<file path="src/rtl/regfile_2r1w.sv">
// regfile_2r1w: DEPTH x DATA_W register file with one write port, two
// registered read ports with write-first forwarding, and a sequenced clear
// engine that zeroes one entry per cycle.
// Optional build macro REGFILE_ZERO_REG_EN: register 0 is hardwired to zero.
module regfile_2r1w #(
    parameter  int DATA_W = 8,
    parameter  int DEPTH  = 4,
    localparam int ADDR_W = $clog2(DEPTH)
) (
    input  logic              clk,
    input  logic              rst_n,
    input  logic              wr_en,
    input  logic [ADDR_W-1:0] wr_addr,
    input  logic [DATA_W-1:0] wr_data,
    input  logic              rd_en,
    input  logic [ADDR_W-1:0] rd_addr_a,
    input  logic [ADDR_W-1:0] rd_addr_b,
    output logic [DATA_W-1:0] rd_data_a,
    output logic [DATA_W-1:0] rd_data_b,
    output logic              rd_valid,
    input  logic              clr_req,
    output logic              busy,
    output logic [DEPTH-1:0]  written
);

    typedef enum logic [0:0] {
        ST_IDLE  = 1'b0,
        ST_CLEAR = 1'b1
    } state_t;

    // One extra bit so DEPTH itself is representable for range checks.
    localparam logic [ADDR_W:0]   DEPTH_C = (ADDR_W + 1)'(DEPTH);
    localparam logic [ADDR_W-1:0] LAST_C  = ADDR_W'(DEPTH - 1);

    state_t              state_q, state_d;
    logic [ADDR_W-1:0]   ptr_q, ptr_d;
    logic [DATA_W-1:0]   regs_q [DEPTH];
    logic [DATA_W-1:0]   regs_d [DEPTH];
    logic [DEPTH-1:0]    written_q, written_d;
    logic [DATA_W-1:0]   rd_data_a_q, rd_data_a_d;
    logic [DATA_W-1:0]   rd_data_b_q, rd_data_b_d;
    logic                rd_valid_q, rd_valid_d;
    logic                busy_q, busy_d;
    logic                wr_acc_s;
    logic                clr_act_s;

    // Value a read port captures: out-of-range reads give zero, then the
    // accepted write wins, then the entry being cleared reads as zero.
    function automatic logic [DATA_W-1:0] read_port(
        input logic [ADDR_W-1:0] addr,
        input logic              wr_hit_en,
        input logic [ADDR_W-1:0] waddr,
        input logic [DATA_W-1:0] wdata,
        input logic              clr_en,
        input logic [ADDR_W-1:0] cptr,
        input logic [DATA_W-1:0] stored
    );
        logic [DATA_W-1:0] val;
        if ({1'b0, addr} >= DEPTH_C) begin
            val = {DATA_W{1'b0}};
        end else if (wr_hit_en && (addr == waddr)) begin
            val = wdata;
        end else if (clr_en && (addr == cptr)) begin
            val = {DATA_W{1'b0}};
        end else begin
            val = stored;
        end
        return val;
    endfunction

    assign clr_act_s = (state_q == ST_CLEAR);

    // Write acceptance: only in IDLE, only for in-range addresses.
    always_comb begin
        wr_acc_s = 1'b0;
        if ((state_q == ST_IDLE) && wr_en && ({1'b0, wr_addr} < DEPTH_C)) begin
`ifdef REGFILE_ZERO_REG_EN
            wr_acc_s = (wr_addr != ADDR_W'(0));
`else
            wr_acc_s = 1'b1;
`endif
        end else begin
            wr_acc_s = 1'b0;
        end
    end

    // Clear-engine next state, pointer sequencing and busy flag.
    always_comb begin
        state_d = state_q;
        ptr_d   = ptr_q;
        case (state_q)
            ST_IDLE: begin
                if (clr_req) begin
                    state_d = ST_CLEAR;
                    ptr_d   = {ADDR_W{1'b0}};
                end else begin
                    state_d = ST_IDLE;
                end
            end
            ST_CLEAR: begin
                if (ptr_q == LAST_C) begin
                    state_d = ST_IDLE;
                    ptr_d   = {ADDR_W{1'b0}};
                end else begin
                    ptr_d   = ptr_q + ADDR_W'(1);
                end
            end
            default: begin
                state_d = ST_IDLE;
                ptr_d   = {ADDR_W{1'b0}};
            end
        endcase
        busy_d = (state_d == ST_CLEAR);
    end

    // Storage and written-mask updates from the write port and clear engine.
    always_comb begin
        regs_d    = regs_q;
        written_d = written_q;
        if (wr_acc_s) begin
            regs_d[wr_addr]    = wr_data;
            written_d[wr_addr] = 1'b1;
        end else begin
            written_d = written_q;
        end
        if (clr_act_s) begin
            regs_d[ptr_q]    = {DATA_W{1'b0}};
            written_d[ptr_q] = 1'b0;
        end else begin
            written_d = written_d;
        end
    end

    // Read ports: capture on rd_en, otherwise hold the previous data.
    always_comb begin
        rd_data_a_d = rd_data_a_q;
        rd_data_b_d = rd_data_b_q;
        rd_valid_d  = rd_en;
        if (rd_en) begin
            rd_data_a_d = read_port(rd_addr_a, wr_acc_s, wr_addr, wr_data,
                                    clr_act_s, ptr_q, regs_q[rd_addr_a]);
            rd_data_b_d = read_port(rd_addr_b, wr_acc_s, wr_addr, wr_data,
                                    clr_act_s, ptr_q, regs_q[rd_addr_b]);
        end else begin
            rd_valid_d  = 1'b0;
        end
    end

    // State and output registers with synchronous active-low reset.
    always_ff @(posedge clk) begin
        if (!rst_n) begin
            state_q     <= ST_IDLE;
            ptr_q       <= {ADDR_W{1'b0}};
            for (int i = 0; i < DEPTH; i++) begin
                regs_q[i] <= {DATA_W{1'b0}};
            end
            written_q   <= {DEPTH{1'b0}};
            rd_data_a_q <= {DATA_W{1'b0}};
            rd_data_b_q <= {DATA_W{1'b0}};
            rd_valid_q  <= 1'b0;
            busy_q      <= 1'b0;
        end else begin
            state_q     <= state_d;
            ptr_q       <= ptr_d;
            regs_q      <= regs_d;
            written_q   <= written_d;
            rd_data_a_q <= rd_data_a_d;
            rd_data_b_q <= rd_data_b_d;
            rd_valid_q  <= rd_valid_d;
            busy_q      <= busy_d;
        end
    end

    assign rd_data_a = rd_data_a_q;
    assign rd_data_b = rd_data_b_q;
    assign rd_valid  = rd_valid_q;
    assign busy      = busy_q;
    assign written   = written_q;

endmodule

</file>
<file path="config.mk">
export PLATFORM = sky130hd
export DESIGN_NAME = regfile_2r1w
export DESIGN_NICKNAME = d
export VERILOG_FILES = /design/src/rtl/regfile_2r1w.sv
export SDC_FILE = /design/constraint.sdc
export NUM_CORES = 1
export LEC_CHECK = 0
export BUFFER_PORTS_ARGS = -buffer_cell sky130_fd_sc_hd__buf_2
export CAP_MARGIN = 10
export CORE_ASPECT_RATIO = 0.5
export CORE_UTILIZATION = 57
export DETAILED_ROUTE_END_ITERATION = 8
export PLACE_DENSITY = 0.79
export SKIP_LAST_GASP = 1
export SYNTH_ARGS = -nofsm -noshare
export SYNTH_HDL_FRONTEND = slang
export SYNTH_SLANG_ARGS = --single-unit
</file>
<file path="constraint.sdc">
create_clock -name clk -period 1.5 [get_ports clk]
set_input_delay 0.3 -clock clk [delete_from_list [all_inputs] [get_ports clk]]
set_output_delay 0.3 -clock clk [all_outputs]
set_load 0.1 [all_outputs]
</file>
### Yosys cells after proc, flatten, opt, wreduce, memory -nomap -nowiden

Index checks and enable logic that the tools add are counted.

* flip-flop bits (word level): 56
* input bits: 19
* output and inout bits: 22
* word-level logic and storage cells: 77

* add/sub/neg operators: 1
* $lt $le $gt $ge: 10
* eq/ne operators: 6
* multiplexer cells: 31
* bitwise operators: 10
* reductions and logical operators: 9

Operator list (count)
* 8-bit two-way mux: 10
* 32-bit two-way mux: 2
* 32-bit bitwise AND: 1
* 8-bit binary-select mux with 2-bit select: 2
* 32-bit bitwise mux: 1
* 8-bit demux with 2-bit select: 2
* 32-bit NOT: 1
* 3-bit >= comparator (second input constant): 4
* 2-bit NOT with 3-bit output: 4
* 1-bit logical AND: 9
* 2-bit equality test: 4
* 4-bit two-way mux: 2
* 2-bit by 3-bit less-than comparator with 1-bit output (second input constant): 2
* 3-bit by 1-bit less-than comparator with 1-bit output (second input constant): 2
* 1-bit two-way mux: 6
* 4-bit bitwise AND: 1
* 1-bit demux with 2-bit select: 2
* 2-bit by 1-bit >= comparator with 1-bit output (second input constant): 2
* 2-bit two-way mux: 2
* 4-bit NOT: 1
* 4-bit bitwise OR: 1
* 2-bit case mux with 2 select lines: 1
* 2-bit by 1-bit adder with 2-bit output (second input constant): 1
* 2-bit equality test (second input constant): 1
* other kinds (3): 3

### Logic depth before layout (Yosys ltp)

* depth in word-level cells: 9
* mapped depth: 5
* mapped depth without buffers: 5

### Worst setup path after synthesis

OpenSTA, ideal clock, no wires.

* path type: reg-to-reg
* start: register, netlist name busy
* end: register rd_data_b_q[6], in the netlist rd_data_b[6]
* setup time: 132 ps
* arrival: 1888 ps
* required time: 1368 ps
* slack: -520 ps
* stages on the path, launching flop included: 5
* path buffers: 1
* period minus slack after synthesis: 2020 ps
* path through: dfxtp_1 inv_1 clkbuf_1 o31ai_1 a211oi_2

RTL lines
* end signal: assignment: RTL line 159 `rd_data_b_q <= {DATA_W{1'b0}};`
* end signal: assignment: RTL line 168 `rd_data_b_q <= rd_data_b_d;`
* end: declaration: RTL line 41 `logic [DATA_W-1:0] rd_data_b_q, rd_data_b_d;`

==> metrics.txt <==
Reg area=about 0.0011 mm^2; CTS tree=built; final total power=approximately 3.3 mW; Starting Density=60.13%; root buf cell=clkbuf_8; max incr delay on CP=approximately 0.73 ns; post-synthesis cell count=291; Synth Area in Adders=1.672%; Yosys Warn Count=0; Simple-Gate Fraction of Synth Area=17.14%; max-cap viol count=0; Slew Limit Fails=0; area share of the largest cell type after synthesis=about 37%; setup TNS=0 ns; Overflow after GRT=0; largest family of logic cells by synthesized area=multiplexers; number of synthesized flops with an enable pin=0; post-synthesis mux area share=between 15 and 20%; final antenna-violating net count=0; Compound-Gate Fraction of Synth Area=approximately 16%; crit path DAT=1.67 ns; peak supply drop=0.5153 mV; drt total wl=~8000 um; global-route wire length before repair=12160 um; Synth Flop Type=dfxtp_1; power per cell area=941.6 mW/mm^2; xor and xnor fraction of the mapped netlist area=between 5 and 6%; Hold Vio Cnt, Final=0; Largest delay share family, worst path=simple AND/OR/NAND/NOR gates; diode count=0; gpl congestion=approximately 1.0; hold buffer count at CTS=0; Starting DRT DRC Count=roughly 260; critical path type=reg2reg; H-tree levels=2; Tmin final=about 1.5 ns; FMAX=0.6788 GHz; worst-skew pair later-pin latency=between 0.3 and 0.4 ns; DP HPWL=between 5000 and 6000 um; CP endpoint kind=flip-flop; vias=between 2000 and 3000; die area=0.005562 mm^2; Critical Path Start Type=flip-flop; vias in the first global route=between 2000 and 2500; largest net degree at the start of global routing=24; crit-path cells=or4b_1 > nand2_1 > a21oi_1; asr flop ratio synth=0%; # Post-CTS Setup Buffers=0; Worst Tran Pin Value=~0.49 ns; top cells by area, synth=dfxtp_1, mux4_2, mux2i_1, nand2_1, o31ai_1; final net count=362; I/O Buffers=40; hold slack=0.2331 ns; worst clock skew=about 0.01 ns; Worst path slowest cell=or4b_1; total CTS buffers=5; share of cells above drive strength 1=roughly a third; initial antenna violation count=0; FILL cells=385; Period Utilization, post-route=98.21%; Synth Register Bits=56; clock tree buffer depth=2; Post-Syn Area=approximately 0.003 mm^2; mean number of vias per cell=between 6 and 7; count leader, synth=dfxtp_1; area growth from synthesis to layout=16.60%; Seq/Total Area, Yosys=about 37%; WL per Instance=approximately 19 um; chip height=53.24 um; worst hold path type=in2reg; DRT Pass-1 Iters=5; clk slew on worst S/H paths=roughly 0.1 ns; CP required=1.70 ns; Buffers & Inverters on Critical Path=0; leakage=approximately 1.3 nW; status=finished, final reports clean; Max-slew headroom=between 60% and 70%; Tot GR Track Use=29.84%; commonest cells in the netlist=dfxtp_1, nand2_1, nor2_1; Distinct cells, synth=31; Mean Syn Cell Area=around 10 um^2; RSZ-0062 raised after global routing=no; post-synth net total=~310; Core Rows=18; Final setup viols=0; core area=approximately 0.0050 mm^2; area of the multi-input gates=0.001759 mm^2; die width=roughly 100 um; Post-route DRC=0; Synth area leader=dfxtp_1; IO Count=around 40; Clock Sinks=56; CP Max Fanout=8
[cell type report]
| class | count | share of cell area (%) |
|---|---|---|
| Clock inverter | 2 | 0.3944 |
| Clock buffer | 6 | 2.366 |
| Timing Repair Buffer | 59 | 11.69 |
| Tap cell | 70 | 2.510 |
| Sequential cell | 56 | 32.31 |
| Multi-Input combinational cell | 214 | 50.41 |
| Inverter | 3 | 0.3227 |
[worst paths after layout]
check,startpoint,endpoint,slack (ns),depth (start not counted)
worst min register to register,regs_q[7],regs_q[7],0.48,2
worst min-delay path,clr_req,busy,0.23,3
worst max register to register,busy,regs_q[30],0.03,3
worst max-delay path,busy,regs_q[30],0.03,3
[cells in the final DEF (no fill, tap or decap), types with 13 or more instances in the layout]
cell	n
nor4_1	14
o31ai_1	16
nand2_1	40
a21oi_1	18
dfxtp_1	53
buf_2	39
nor2_1	26
mux2i_1	16
o21ai_0	16
buf_4	15
mux4_2	13
[power by group]
group	internal [mW]	leakage [nW]	switching, mW
logic	0.230	0.789	0.575
clock network	0.379	0.0516	0.505
registers	1.55	0.458	0.0496
[tightest hold or removal path: cells and delay by family]
kind,cells,cell delay (ns)
buffers and inverters,1,0.10
AND/OR/NAND/NOR,2,0.12
[metrics by stage]
step           util, %  instances  worst slack, ns  instance area, um^2
2_1_floorplan        -        291          0.06264                 2997
3_3_place_gp     67.82        402        -0.005030                 3376
3_5_place_dp     67.82        402         -0.03643                 3376
4_1_cts          69.76        410          0.04384                 3472
5_1_grt          70.11        410         0.006939                 3490
6_report         70.11        410          0.02687                 3490
[per-layer routing]
layer / GRT usage [%] / vias up / part of all wire [%]
met5: 0 / - / 0
met4: 7.143 / 0 / 1.7
met3: 8.744 / 17 / 11
met2: 45.14 / 142 / 43
met1: 42.00 / 1235 / 44
li1: - / 1170 / -
[registers in the layout (all words and copies together), names as in the netlist]
signal,count
rd_data_a,8
rd_data_b,8
rd_valid,1
written,4
ptr_q,2
busy,1
regs_q,32
[logic make-up (layout without fill, tap and decap cells)]
group / after synthesis / count (layout)
xor gates and xnor gates: 8 / 8
AOI/OAI and AO/OA: 68 / 68
adders and majority gates: 4 / 4
and+or+nand+nor: 102 / 102
DFF: 56 / 56
buffers and inverters: 21 / 70
muxes: 32 / 32
[repair_timing]
action,in CTS,in global routing
endpoints found under the hold margin,0,0
endpoints found under the setup margin,0,40
resized for setup,0,5
No activity file was read; power rests on OpenSTA's default activity.
